`config.mk`:
```
export PLATFORM = sky130hd
export DESIGN_NAME = food_eater
export DESIGN_NICKNAME = d
export VERILOG_FILES = /design/src/rtl/snake_pkg.sv /design/src/rtl/grid_align_check.sv /design/src/rtl/food_eater.sv
export SDC_FILE = /design/constraint.sdc
export NUM_CORES = 1
export LEC_CHECK = 0
export ABC_AREA = 1
export BUFFER_PORTS_ARGS = -buffer_cell sky130_fd_sc_hd__buf_2
export CORE_MARGIN = 2
export CORE_UTILIZATION = 25
export CTS_CLUSTER_DIAMETER = 60
export DETAILED_ROUTE_END_ITERATION = 7
export PLACE_DENSITY_LB_ADDON = 0.3
export SETUP_SLACK_MARGIN = 0.05
export SYNTH_ARGS = -nofsm -noshare
export SYNTH_HDL_FRONTEND = slang
export SYNTH_SLANG_ARGS = --single-unit
```
`constraint.sdc`:
```
create_clock -name clk -period 1.8 [get_ports clk]
set_input_delay 0.09 -clock clk [delete_from_list [all_inputs] [get_ports clk]]
set_output_delay 0.09 -clock clk [all_outputs]
set_load 0.01 [all_outputs]
```
`src/rtl/snake_pkg.sv`:
```
// Shared snake-game constants and the food placement state encoding.
package snake_pkg;

  localparam int unsigned COORD_W    = 10;
  localparam int unsigned GRID_PITCH = 18;
  localparam int unsigned GRID_ORG   = 12;

  typedef enum logic [1:0] {
    REQ    = 2'd0,
    SETTLE = 2'd1,
    CHECK  = 2'd2,
    ACTIVE = 2'd3
  } food_state_t;

endpackage

```
`src/rtl/grid_align_check.sv`:
```
// Combinational test that one coordinate sits on a cell origin inside the field.
module grid_align_check
  import snake_pkg::*;
#(
  parameter int unsigned COORD_W   = snake_pkg::COORD_W,
  parameter int unsigned FIELD_MAX = 606
) (
  input  logic [COORD_W-1:0] i_coord,
  output logic               o_on_grid
);

  logic [COORD_W-1:0] w_offset;

  // Offset from the grid origin must be a whole number of cell pitches.
  always_comb begin
    w_offset  = i_coord - COORD_W'(GRID_ORG);
    o_on_grid = (i_coord >= COORD_W'(GRID_ORG)) &&
                (i_coord <= COORD_W'(FIELD_MAX)) &&
                ((w_offset % COORD_W'(GRID_PITCH)) == '0);
  end

endmodule

```
`src/rtl/food_eater.sv`:
```
// Food placement and eat detection for the snake game.
// Optional build macro FOOD_GRID_CHECK_EN: also reject off-grid or out-of-field
// generator positions during CHECK.
module food_eater
  import snake_pkg::*;
#(
  parameter int unsigned COORD_W    = snake_pkg::COORD_W,
  parameter int unsigned SETTLE_CYC = 2,
  parameter int unsigned RETRY_MAX  = 7,
  parameter int unsigned SCORE_W    = 10,
  parameter int unsigned FIELD_MAX  = 606
) (
  input  logic               clk,
  input  logic               rst,
  input  logic               step,
  input  logic [COORD_W-1:0] head_x,
  input  logic [COORD_W-1:0] head_y,
  input  logic [COORD_W-1:0] box_x,
  input  logic [COORD_W-1:0] box_y,
  input  logic               occupied,
  output logic               drive,
  output logic [COORD_W-1:0] food_x,
  output logic [COORD_W-1:0] food_y,
  output logic               food_valid,
  output logic               grow,
  output logic [SCORE_W-1:0] score,
  output logic               retry_fail
);

  localparam int unsigned CNT_W     = 4;
  localparam int unsigned FOOD_INIT = 12;

  food_state_t        r_state, w_state_nxt;
  logic [CNT_W-1:0]   r_settle, w_settle_nxt;
  logic [CNT_W-1:0]   r_retry, w_retry_nxt;
  logic               r_drive, w_drive_nxt;
  logic               r_grow, w_grow_nxt;
  logic               r_food_valid, w_food_valid_nxt;
  logic [COORD_W-1:0] r_food_x, w_food_x_nxt;
  logic [COORD_W-1:0] r_food_y, w_food_y_nxt;
  logic [SCORE_W-1:0] r_score, w_score_nxt;
  logic               r_retry_fail, w_retry_fail_nxt;
  logic               w_reject;
  logic               w_hit;

`ifdef FOOD_GRID_CHECK_EN
  logic w_x_on_grid;
  logic w_y_on_grid;

  grid_align_check #(.COORD_W(COORD_W), .FIELD_MAX(FIELD_MAX)) u_grid_x (
    .i_coord   (box_x),
    .o_on_grid (w_x_on_grid)
  );

  grid_align_check #(.COORD_W(COORD_W), .FIELD_MAX(FIELD_MAX)) u_grid_y (
    .i_coord   (box_y),
    .o_on_grid (w_y_on_grid)
  );

  assign w_reject = occupied | ~(w_x_on_grid & w_y_on_grid);
`else
  logic w_unused_field;

  assign w_unused_field = ^COORD_W'(FIELD_MAX);
  assign w_reject       = occupied;
`endif

  assign w_hit = step && (head_x == r_food_x) && (head_y == r_food_y);

  // Next-state and next-output logic for the placement/eat sequence.
  always_comb begin
    w_state_nxt      = r_state;
    w_settle_nxt     = r_settle;
    w_retry_nxt      = r_retry;
    w_drive_nxt      = 1'b0;
    w_grow_nxt       = 1'b0;
    w_food_valid_nxt = r_food_valid;
    w_food_x_nxt     = r_food_x;
    w_food_y_nxt     = r_food_y;
    w_score_nxt      = r_score;
    w_retry_fail_nxt = r_retry_fail;
    unique case (r_state)
      REQ: begin
        w_drive_nxt  = 1'b1;
        w_settle_nxt = CNT_W'(SETTLE_CYC - 1);
        w_state_nxt  = SETTLE;
      end
      SETTLE: begin
        if (r_settle == '0) w_state_nxt = CHECK;
        else                w_settle_nxt = r_settle - CNT_W'(1);
      end
      CHECK: begin
        if (w_reject && (r_retry < CNT_W'(RETRY_MAX))) begin
          w_retry_nxt = r_retry + CNT_W'(1);
          w_state_nxt = REQ;
        end else begin
          if (w_reject) w_retry_fail_nxt = 1'b1;
          w_food_x_nxt = box_x;
          w_food_y_nxt = box_y;
          w_retry_nxt  = '0;
          w_state_nxt  = ACTIVE;
        end
      end
      ACTIVE: begin
        // food_valid rises one cycle after the position is latched
        w_food_valid_nxt = 1'b1;
        if (w_hit) begin
          w_grow_nxt       = 1'b1;
          w_food_valid_nxt = 1'b0;
          if (r_score != '1) w_score_nxt = r_score + SCORE_W'(1);
          w_state_nxt      = REQ;
        end
      end
      default: w_state_nxt = REQ;
    endcase
  end

  // State and output registers.
  always_ff @(posedge clk or posedge rst) begin
    if (rst) begin
      r_state      <= REQ;
      r_settle     <= '0;
      r_retry      <= '0;
      r_drive      <= 1'b0;
      r_grow       <= 1'b0;
      r_food_valid <= 1'b0;
      r_food_x     <= COORD_W'(FOOD_INIT);
      r_food_y     <= COORD_W'(FOOD_INIT);
      r_score      <= '0;
      r_retry_fail <= 1'b0;
    end else begin
      r_state      <= w_state_nxt;
      r_settle     <= w_settle_nxt;
      r_retry      <= w_retry_nxt;
      r_drive      <= w_drive_nxt;
      r_grow       <= w_grow_nxt;
      r_food_valid <= w_food_valid_nxt;
      r_food_x     <= w_food_x_nxt;
      r_food_y     <= w_food_y_nxt;
      r_score      <= w_score_nxt;
      r_retry_fail <= w_retry_fail_nxt;
    end
  end

  assign drive      = r_drive;
  assign grow       = r_grow;
  assign food_valid = r_food_valid;
  assign food_x     = r_food_x;
  assign food_y     = r_food_y;
  assign score      = r_score;
  assign retry_fail = r_retry_fail;

endmodule

```
After elaboration in Yosys (flattened, before gate mapping). Index checks and enable logic that the tools add are counted.

Bits in registers: 44. Input bits: 44. Output and inout bits: 34. Word-level logic and storage cells: 46.

Add/sub/neg operators: 3. $lt $le $gt $ge: 1. Eq/ne operators: 9. Multiplexer cells: 11. Bitwise logic cells: 1. Reductions and logical operators: 11.

Operators by type and width (number): == test 10 bit (2); adder 10 x 1 -> 10 bit (second input constant) (1); inequality test 10 bit (second input constant) (1); 2-to-1 mux 4 bit (2); case mux 2 bit (4 select lines) (1); case mux 4 bit (2 select lines) (1); 2-to-1 mux 2 bit (3); inequality test 2 bit (second input constant) (3); AND reduction 2 bit (3); AND reduction 3 bit (2); adder 4 x 1 -> 4 bit (second input constant) (1); == test 2 bit (second input constant) (2); zero test 4 bit (1); < comparator 4 x 3 -> 1 bit (second input constant) (1); 2-to-1 mux 1 bit (4); subtractor 4 x 1 -> 4 bit (second input constant) (1); logical AND 1 bit (3); == test 2 x 1 -> 1 bit (second input constant) (1); zero test 2 bit (1); nonzero test 2 bit (1); inverter 1 bit (1).

Logic depth before layout (Yosys ltp). Gate-level depths: netlist of the first run.

Depth after elaboration: 5. Depth in mapped cells: 11. Mapped depth without buffers: 11.

Worst setup path after synthesis of the first run. OpenSTA, ideal clock, no wires.

Path kind: flip-flop to flip-flop. From: reg r_score[0], in the netlist score[0]. To: reg r_score[9], in the netlist score[9]. Library setup time: 66 ps. Arrival time: 1463 ps. Data required time: 1734 ps. Path slack: 271 ps. Cell stages (with the launch flop): 10. Buffers on the path: 0. Clock period less this slack: 1529 ps. Path through: dfrtp_1 ha_1 nand2_1 inv_2 nand2_2 nor3b_4 nand3_4 nand4_4 nand2_1 nand2_1.

Word-level cells in the longest chain between the ends: 2. Elaborated cells on any way between the ends: 3. Those cells by class: add/sub: 1; eq/ne: 1; reduce/logical: 1.

RTL lines: start: declaration (RTL line food_eater.sv:41) `logic [SCORE_W-1:0] r_score, w_score_nxt;`; start signal: assignment (RTL line food_eater.sv:140) `r_score <= w_score_nxt;`; branches (longest 2 deep; another with adder 10 x 1 -> 10 bit).

Parallel ways; which one is timed is not known. A chain may end at the register's enable or synchronous reset.

Worst setup path after layout of the first run.
From: reg r_food_y[2], in the netlist food_y[2]. To: reg r_score[9], in the netlist score[9].

Word-level cells in the longest chain between the ends: 3.

RTL lines: start: declaration (RTL line food_eater.sv:40) `logic [COORD_W-1:0] r_food_y, w_food_y_nxt;`; start signal: assignment (RTL line food_eater.sv:128) `r_food_y <= COORD_W'(FOOD_INIT);`; start signal: assignment (RTL line food_eater.sv:139) `r_food_y <= w_food_y_nxt;`; == test 10 bit (RTL line food_eater.sv:68) `assign w_hit = step && (head_x == r_food_x) && (head_y == r_food_y);`; logical AND 1 bit (RTL line food_eater.sv:68); AND reduction 3 bit (no line).

No other way between the ends.

==> key figures, run 1 <==
Min path
  • HP Class: in -> reg
  • HP Start: box_y[3]

Synth
  • Post-synth top area share: 41.39%
  • Flops & latches, synth: 44
  • Distinct cells, synth: 26
  • Most common cell in the synthesized netlist: nand2_1
  • Netlist Area Pre-Place: 2419 sq um
  • Synth Warn #: 0
  • Largest cells by area after synthesis: dfrtp_1 41%, nand2_1 20%, inv_1 8.2%
  • Main synth FF type: dfrtp_1
  • Post-synth EDFFs: 0
  • Syn Area/Cell: 7.307 sq um
  • Post-synth top cells: 126 x nand2_1, 53 x inv_1, 40 x dfrtp_1
  • Post-synthesis sequential area ratio: 45.73%
  • Top cell type by total area after synthesis: dfrtp_1
  • Synthesized instance count: 331
  • Asr flop ratio synth: 100.0%
  • Synthesized Nets: 378

Power
  • Power, Total: 4.008 mW
  • Peak VDD IR: 0.0003663 V
  • P per Cell Area: 1224 nW/um^2
  • Leakage power: 1.838 nW

Setup path
  • Stages on the worst setup path: 9
  • CP Cell Sequence: inv_1 -> nand2_1 -> nand2_1 -> nor2_1 -> nand2_1 -> nor2_2 -> nand4_4 -> nand2_1 -> nand2_1
  • Critical Path Sink: score[9]
  • R2R Path End: score[9]
  • Crit Path Max Fanout: 5
  • Critical-path top delay cell: dfstp_2
  • WS Path Type: reg -> reg
  • R2r startpoint: food_y[2]
  • CP Capture Type: flip-flop
  • CP top delay family: simple AND/OR/NAND/NOR gates
  • CP arrival: 1.80 ns
  • Worst reg-to-reg setup slack: 0.18 ns
  • Worst Path Buf+Inv: 1
  • Critical path launch point type: flip-flop
  • R2R cell count: 9
  • Crit path from: food_y[2]
  • Required time worst endpoint: 1.98 ns
  • CP most frequent cell: nand2_1
  • Worst path max stage delay: 0.54 ns

GRT
  • GRT overflow: 0
  • Vias in the first global route: 2229
  • Initial antenna violation count: 0
  • All-layer global routing usage: 12.15%
  • Largest net degree at the start of global routing: 45
  • First-pass GRT wire length: 10020 um

Timing
  • Slew @ Worst Pin: 0.5962 ns
  • Setup TNS: 0 ns
  • Post-layout min period: 1.619 ns
  • Max Slew Vio Count: 0
  • RSZ-0062 raised after global routing: true
  • Final setup margin: 0.1810 ns
  • Fin Hold WS: 0.007052 ns
  • Fin. Hold Viols: 0
  • Setup violators final: 0
  • Peak Freq: 617.7 MHz
  • Fin crit share: 89.94%
  • Max-Slew Margin vs Limit: 60.25%
  • Worst Clk Skew: 0.008037 ns

Clock tree
  • CTS tree: built
  • Root Driver: clkbuf_8
  • Clk buf depth: 2
  • CTS buffer count: 5
  • Htree depth: 2
  • Skew-Pair Late Insertion Delay: 0.30 ns
  • CTS Sinks: 44
  • Clk slew on worst S/H paths: 0.09 ns

Drt
  • DR vias/cell: 4.237
  • DRT antenna net count: 0
  • Via count: 2381
  • WL final: 6403 um
  • Routed len/inst: 11.39 um
  • Wire length on met3: 317 um
  • Initial DRC count: 52
  • Met2 wire length: 3140 um
  • Drt drc: 0
  • Max Used Layer: met4
  • DR pass1 iterations: 4
  • M1 WL: 2872 um

Place
  • Placed cells: 538
  • Final GP Congestion: 0.7852
  • Dpl hpwl: 4627 um
  • I/O Buffers: 77
  • DP Worst Slack: 0.1251 ns
  • DP Area: 3002 sq um

Layout
  • Post-Layout Inst Area: 3274 sq um
  • Non-Filler Instances: 562
  • Final Util: 35.10%
  • Fraction of layout cells with a size suffix above 1: 25.87%
  • Sequential standard cell area: 1106 sq um
  • Multi-input gate area in the final layout: 1125 sq um
  • Area growth syn-to-layout: 35.39%
  • # nets final: 479
  • # diodes: 0
  • Layout fillers: 1028

Floorplanning
  • Starting Density: 25.93%
  • Die Height: 102.4 um
  • Die Wd: 102.4 um
  • IO Pins: 78
  • Full die area: 10480 sq um
  • # rows: 35
  • Core area: 9328 sq um

Run
  • Max Cap Violations: 0

Outcome
  • Status: finished, final reports clean
routing by layer:
layer	vias to the layer above	global-route usage, %
met1	1103	15.41
met5	-	0
met4	0	3.179
met2	47	20.80
li1	1224	-
met3	7	2.941
how the worst min path moves through the flow:
stage / end / slack (ns) / cells past startpoint
after floorplan: food_x[4] / 0.20 / 2
after global placement: score[8] / 0.29 / 3
after detailed placement: score[9] / 0.29 / 3
after CTS: food_x[6] / 0.0009 / 3
after global routing: food_y[4] / 0.004 / 3
final: food_y[3] / 0.007 / 3
repair_timing:
action	4_1_cts	5_1_grt
hold buffers	10	1
resized for setup	0	11
endpoints found under the setup margin	0	24
endpoints found under the hold margin	49	1
buffers inserted	0	3
cells in the final DEF, fill, tap and decap left out, drive strengths merged:
master and instances:
mux2i 1, clkbuf 8, nand3 8, a21oi 2, dfrtp 40, a31o 1, o21bai 1, nor2 29
inv 55, buf 87, a31oi 1, nand4 13, nor3b 1, xor2 6, o21ai 27, o22ai 3
dlygate4sd3 11, dfstp 4, xnor2 5, ha 3, nand2 127
worst register-to-register path: stages (launching register included):
cell and delay, ns:
dfstp_2 0.54, inv_1 0.05, nand2_1 0.05, nand2_1 0.05, nor2_1 0.12, nand2_1 0.10
nor2_2 0.27, nand4_4 0.19, nand2_1 0.09, nand2_1 0.05
final cells by class:
cell class / instances / share of cell area, %
Timing Repair Buffer: 98 / 17.81
Tap cell: 129 / 4.929
Sequential cell: 44 / 33.78
Multi-Input combinational cell: 228 / 34.35
Inverter: 55 / 6.381
Clock buffer: 8 / 2.751
kinds of logic (layout without fill, tap and decap cells):
family	count (synthesis)	after routing	synth area share [%]
AOI/OAI and AO/OA	35	35	7.708
xor gates and xnor gates	11	11	3.983
adders and majority gates	3	3	1.552
buffers and inverters	61	161	9.726
DFF	44	44	45.73
muxes	1	1	0.4139
and+or+nand+nor	176	178	30.89
power by group:
part	internal [mW]	switching, mW	total [mW]
logic	0.682	1.05	1.73
clock network	0.314	0.338	0.652
registers	1.36	0.269	1.63
total	2.36	1.65	4.01
sequential cells by signal (all words and copies together), names as in the netlist:
register and count:
score 10, food_valid 1, r_settle 4, food_y 10, drive 1, retry_fail 1
food_x 10, grow 1, r_retry 4, r_state 2
No activity file was read; power rests on OpenSTA's default activity.
==> run 2, diff against run 1 <==
Settings changed: ABC_AREA 1 to default, CTS_CLUSTER_SIZE from default to 28, SETUP_SLACK_MARGIN 0.05 to 0.4.
==> run 2 against run 1 <==
  * The run now ends with negative setup slack left
  * Sequential cell count unchanged
  * Critical path depth decreased by 4
  * First-iteration DRC count decreased by 15%
  * Critical endpoint is now score[1]
  * Largest cell class unchanged
==> key figures, run 2 <==
Outcome
  • Status: finished, violations left
  • Violated checks: negative setup slack

Floorplanning
  • Starting Density: 25.73% (-0.19 points)
  • # rows: 33 (-5.7%)
  • Die Height: 95.97 um (-6.2%)
  • Full die area: 9209 sq um (-12%)
  • Die Wd: 95.97 um (-6.2%)
  • IO Pins: 78 (unchanged)
  • Core area: 8217 sq um (-12%)

Setup path
  • CP arrival: 2.23 ns (+0.43 ns)
  • R2R cell count: 5 (-4)
  • CP Capture Type: flip-flop
  • Required time worst endpoint: 1.99 ns (about the same)
  • Worst reg-to-reg setup slack: -0.24 ns (-0.42 ns)
  • Critical path launch point type: flip-flop
  • WS Path Type: reg -> reg
  • Crit Path Max Fanout: 2 (-3)
  • R2R Path End: score[1]
  • R2r startpoint: food_x[3]

Timing
  • Setup TNS: -1.286 ns (-1.286 ns)
  • Peak Freq: 491.2 MHz (-20%)
  • Max-Slew Margin vs Limit: 60.63% (+0.37 points)
  • Max Slew Vio Count: 0 (unchanged)
  • Final setup margin: -0.2358 ns (-0.4169 ns)
  • Worst Clk Skew: 0.005957 ns (-0.002080 ns)
  • Fin crit share: 113.1% (+23 points)
  • RSZ-0062 raised after global routing: true
  • Setup violators final: 14 (+14)
  • Slew @ Worst Pin: 0.5906 ns (-0.005596 ns)
  • Fin. Hold Viols: 0 (unchanged)
  • Post-layout min period: 2.036 ns (+0.4169 ns)

Synth
  • Asr flop ratio synth: 100.0% (unchanged)
  • Post-synth top area share: 47.34% (+6.0 points)
  • Synthesized instance count: 188 (-43%)
  • Synth Warn #: 0 (unchanged)
  • Syn Area/Cell: 11.25 sq um (+54%)
  • Flops & latches, synth: 44 (unchanged)
  • Most common cell in the synthesized netlist: dfrtp_1
  • Largest cells by area after synthesis: dfrtp_1 47%, mux2_2 12%, xor2_1 7.0%
  • Synthesized Nets: 235 (-38%)
  • Main synth FF type: dfrtp_1
  • Distinct cells, synth: 30 (+15%)
  • Post-synth EDFFs: 0 (unchanged)
  • Top cell type by total area after synthesis: dfrtp_1
  • Post-synthesis sequential area ratio: 52.31% (+6.6 points)
  • Post-synth top cells: 40 x dfrtp_1, 22 x mux2_2, 17 x xor2_1
  • Netlist Area Pre-Place: 2115 sq um (-13%)

Power
  • Peak VDD IR: 0.0008363 V (+130%)
  • Leakage power: 1.750 nW (-4.8%)
  • Power, Total: 5.049 mW (+26%)
  • P per Cell Area: 1384 nW/um^2 (+13%)

Drt
  • DR vias/cell: 4.423 (+4.4%)
  • DRT antenna net count: 0 (unchanged)
  • Drt drc: 0 (unchanged)
  • WL final: 5755 um (-10%)
  • Via count: 1924 (-19%)
  • Routed len/inst: 13.23 um (+16%)
  • DR pass1 iterations: 4 (unchanged)
  • Initial DRC count: 44 (-15%)

Layout
  • Area growth syn-to-layout: 72.54%
  • Layout fillers: 779 (-24%)
  • Most frequent cells in the layout: 77 x buf_2, 45 x buf_4, 36 x dfrtp_1
  • Multi-input gate area in the final layout: 1269 sq um (+13%)
  • # diodes: 0 (unchanged)
  • Sequential standard cell area: 1111 sq um (+0.45%)
  • Most common cell after layout, fill and taps aside: buf_2
  • # nets final: 376 (-22%)
  • Non-Filler Instances: 435 (-23%)
  • Fraction of layout cells with a size suffix above 1: 62.73% (+37 points)

GRT
  • Initial antenna violation count: 0 (unchanged)
  • All-layer global routing usage: 13.67% (+1.5 points)
  • GRT overflow: 0 (unchanged)
  • First-pass GRT wire length: 9646 um (-3.7%)
  • Vias in the first global route: 2004 (-10%)
  • Largest net degree at the start of global routing: 45 (unchanged)

Min path
  • HP Start: box_x[9]
  • Worst Hold Path EP: food_x[9]
  • WHS Path Cells: 2 (-1)
  • HP Class: in -> reg

Clock tree
  • Skew-Pair Late Insertion Delay: 0.30 ns (about the same)
  • Root Driver: clkbuf_8
  • Clk slew on worst S/H paths: 0.09 ns (about the same)
  • CTS tree: built
  • CTS Sinks: 44 (unchanged)
  • Clk buf depth: 2 (unchanged)
  • CTS buffer count: 5 (unchanged)
  • Htree depth: 2 (unchanged)

Place
  • Placed cells: 403 (-25%)
  • I/O Buffers: 77 (unchanged)
  • Final GP Congestion: 0.7431 (-5.4%)
  • Dpl hpwl: 3873 um (-16%)

Run
  • Max Cap Violations: 0 (unchanged)
==> run 2: changes by cell type after synthesis, sizes merged, moves of 10 or more <==
cell and change:
xor2 +11, nor4 +10, o21ai -19, nor2 -14, inv -46, mux2 +23
nand2 -114
==> run 2: cell families after synthesis <==
| kind of cell | share of synthesized area [%] |
|---|---|
| AOI/OAI and AO/OA | 4.852 |
| adders and majority gates | 1.775 |
| xor gates and xnor gates | 11.60 |
| muxes | 12.43 |
| buffers and inverters | 2.426 |
| DFF | 52.31 |
| and+or+nand+nor | 14.62 |
==> run 2: worst max path at each step <==
stage	from	endpoint	slack, ns	cells past startpoint
after floorplan	food_x[2]	score[1]	-0.15	5
after global placement	food_x[3]	score[6]	-0.28	6
after detailed placement	food_y[1]	score[6]	-0.34	7
after CTS	food_y[1]	score[1]	-0.32	6
after global routing	food_y[6]	score[1]	-0.32	5
final	food_x[3]	score[1]	-0.24	5
==> run 2: layout make-up <==
class                   count  share of cell area (%)
multi-input cells         131                   34.77
flip-flops and latches     44                   30.45
inverters                   9                  0.9259
clock buffers               7                   2.641
repair buffers            138                   26.78
clock inverters             1                  0.8230
well taps                 105                   3.601
==> run 2: power by group <==
| group | switching [mW] | leakage (nW) | internal (mW) |
|---|---|---|---|
| clock network | 0.353 | 0.0645 | 0.490 |
| logic | 1.06 | 1.15 | 1.52 |
| registers | 0.264 | 0.538 | 1.37 |
| total | 1.67 | 1.75 | 3.38 |
==> run 2: metrics by stage <==
step / worst slack, ns / utilization (%) / hold WS [ns] / instance area, sq um
CTS: -0.3169 / 43.02 / 0.003209 / 3535
finish: -0.2358 / 44.40 / 0.01158 / 3649
detailed placement: -0.3363 / 36.87 / 0.2790 / 3029
global placement: -0.2812 / 36.87 / 0.2788 / 3029
floorplan: -0.1532 / - / 0.2209 / 2257
global route: -0.3163 / 44.40 / 0.001615 / 3649
==> run 2: routing by layer <==
layer / global-route usage (%) / vias up / share of wire (%)
li1: - / 945 / -
met4: 4.286 / 0 / 1.3
met2: 21.39 / 67 / 46
met5: 0 / - / 0
met1: 18.42 / 904 / 46
met3: 3.681 / 8 / 7.1
==> run 2: critical path: stages (launching register included) <==
cell       delay (ns)
dfstp_2          0.55
xor2_1           0.07
nor4_2           0.30
o2111ai_2        0.19
or4_4            0.52
mux2_4           0.30
==> run 2: timing repair <==
item | CTS | global route
hold buffers | 1 | 0
pin swaps | 17 | 6
setup buffers | 13 | 7
hold endpoints to repair | 40 | 0
resized for setup | 38 | 18
endpoints found under the setup margin | 34 | 42
cloned | 3 | 0
==> run 3, diff against run 2 <==
Clock period 1.8 ns to 2.15 ns, I/O delays scaled along.
==> run 3 against run 2 <==
  * The run now ends clean
  * Cell count is 8.3% lower
  * Sequential power is 14% lower
  * Non-clock buffer count is 36 lower
  * First-iteration DRC count is 110% higher
  * Routed wire length is 9.0% lower
  * Maximum frequency is 3.9% lower
==> key figures, run 3 (synthesis gave the netlist of run 2 again) <==
Outcome
  • Status: finished, final reports clean

Timing
  • Setup violators final: 0 (-14)
  • Max Slew Vio Count: 0 (unchanged)
  • Worst Clk Skew: 0.004153 ns (-0.001804 ns)
  • Peak Freq: 472.2 MHz (-3.9%)
  • Setup TNS: 0 ns (+1.286 ns)
  • RSZ-0062 raised after global routing: true
  • Fin crit share: 98.49% (-15 points)
  • Final setup margin: 0.03241 ns (+0.2682 ns)
  • Max-Slew Margin vs Limit: 63.62% (+3.0 points)
  • Slew @ Worst Pin: 0.5451 ns (-0.04548 ns)
  • Fin. Hold Viols: 0 (unchanged)
  • Fin Hold WS: 0.03731 ns (+0.02572 ns)
  • Post-layout min period: 2.118 ns (+0.08178 ns)

Setup path
  • Worst path max stage delay: 0.53 ns (-0.02 ns)
  • Critical-path top delay cell: or4_4
  • CP Cell Sequence: xnor2_1 -> nand4_1 -> nor4_2 -> o2111ai_2 -> or4_4 -> mux2_4
  • Required time worst endpoint: 2.34 ns (+0.35 ns)
  • Worst Path Buf+Inv: 0 (unchanged)
  • WS Path Type: reg -> reg
  • CP arrival: 2.30 ns (+0.07 ns)
  • Critical path launch point type: flip-flop
  • Crit Path Max Fanout: 2 (unchanged)
  • CP Capture Type: flip-flop
  • CP top delay family: simple AND/OR/NAND/NOR gates

Drt
  • Drt drc: 0 (unchanged)
  • DRT antenna net count: 0 (unchanged)
  • Via count: 1786 (-7.2%)
  • DR pass1 iterations: 4 (unchanged)
  • WL final: 5237 um (-9.0%)
  • Initial DRC count: 91 (+110%)
  • DR vias/cell: 4.476 (+1.2%)
  • Routed len/inst: 13.13 um (-0.79%)

Floorplanning
  • # rows: 33 (unchanged)
  • Full die area: 9209 sq um (unchanged)
  • Starting Density: 25.73% (unchanged)
  • Die Wd: 95.97 um (unchanged)
  • Core area: 8217 sq um (unchanged)
  • IO Pins: 78 (unchanged)
  • Die Height: 95.97 um (unchanged)

Power
  • Peak VDD IR: 0.0004630 V (-45%)
  • Leakage power: 1.503 nW (-14%)
  • P per Cell Area: 1050 nW/um^2 (-24%)
  • Power, Total: 3.314 mW (-34%)

Clock tree
  • Clk buf depth: 2 (unchanged)
  • CTS Sinks: 44 (unchanged)
  • CTS buffer count: 5 (unchanged)
  • Clk slew on worst S/H paths: 0.09 ns (about the same)
  • CTS tree: built
  • Htree depth: 2 (unchanged)
  • Skew-Pair Late Insertion Delay: 0.29 ns (about the same)
  • Root Driver: clkbuf_8

Layout
  • Area growth syn-to-layout: 49.23%
  • Final Util: 38.40% (-6.0 points)
  • Post-Layout Inst Area: 3156 sq um (-14%)
  • Most common cell after layout, fill and taps aside: buf_2
  • Non-Filler Instances: 399 (-8.3%)
  • Layout fillers: 806 (+3.5%)
  • Fraction of layout cells with a size suffix above 1: 55.10% (-7.6 points)
  • # diodes: 0 (unchanged)
  • # nets final: 340 (-9.6%)
  • Most frequent cells in the layout: 77 x buf_2, 39 x dfrtp_1, 20 x mux2_2

GRT
  • Met3 GRT Util: 3.681% (unchanged)
  • GRT met1 Usage: 15.57% (-2.9 points)
  • Largest net degree at the start of global routing: 25 (-44%)
  • All-layer global routing usage: 11.69% (-2.0 points)
  • GRT overflow: 0 (unchanged)
  • M2 GR Usage: 18.71% (-2.7 points)
  • Most used routing layer: met2
  • Initial antenna violation count: 0 (unchanged)
  • First-pass GRT wire length: 8342 um (-14%)
  • Vias in the first global route: 1737 (-13%)

Min path
  • HP Class: in -> reg

Place
  • Final GP Congestion: 0.7975 (+7.3%)
  • DP Worst Slack: -0.1169 ns (+0.2194 ns)
  • Placed cells: 375 (-6.9%)
  • I/O Buffers: 77 (unchanged)
  • Dpl hpwl: 3695 um (-4.6%)
  • DP Area: 2710 sq um (-11%)

Run
  • Max Cap Violations: 0 (unchanged)
run 3: metal layers:
metal / vias to the layer above / routed length (um)
met5: - / 0
met4: 0 / 22
met3: 2 / 385
met2: 64 / 2505
met1: 858 / 2323
li1: 862 / -
run 3: repair_timing:
item | CTS | global route
hold buffers | 1 | 0
hold endpoints to repair | 11 | 0
resized for setup | 29 | 13
setup buffers | 8 | 7
pin swaps | 18 | 13
endpoints found under the setup margin | 14 | 14
cloned | 0 | 0
run 3: final timing paths:
path / slack (ns) / cells past startpoint / startpoint / end
max in group asynchronous: 1.27 / 4 / rst / food_y[3]
worst min-delay path: 0.04 / 2 / box_y[9] / food_y[9]
min in group asynchronous: 0.31 / 3 / rst / r_settle[3]
worst min register to register: 0.48 / 1 / retry_fail / retry_fail
worst max-delay path: 0.03 / 6 / food_y[9] / score[1]
worst max register to register: 0.03 / 6 / food_y[9] / score[1]
run 3: area by class of cell:
class,count,area (sq um),area share (%)
Timing Repair Buffer,102,626.9,19.87
Inverter,9,33.78,1.071
Tap cell,105,131.4,4.163
Multi-Input combinational cell,131,1169,37.03
Sequential cell,44,1107,35.09
Clock buffer,5,68.82,2.181
Clock inverter,3,18.77,0.5948
run 3: power breakdown:
part	switching (mW)	internal, mW	total, mW
clock network	0.293	0.227	0.520
registers	0.260	1.14	1.40
logic	0.672	0.719	1.39
total	1.23	2.09	3.31
run 3: worst reg2reg max path, cell delays in order (launching register included):
cell and delay (ns):
dfrtp_1 0.40, xnor2_1 0.17, nand4_1 0.13, nor4_2 0.29
o2111ai_2 0.19, or4_4 0.53, mux2_4 0.30
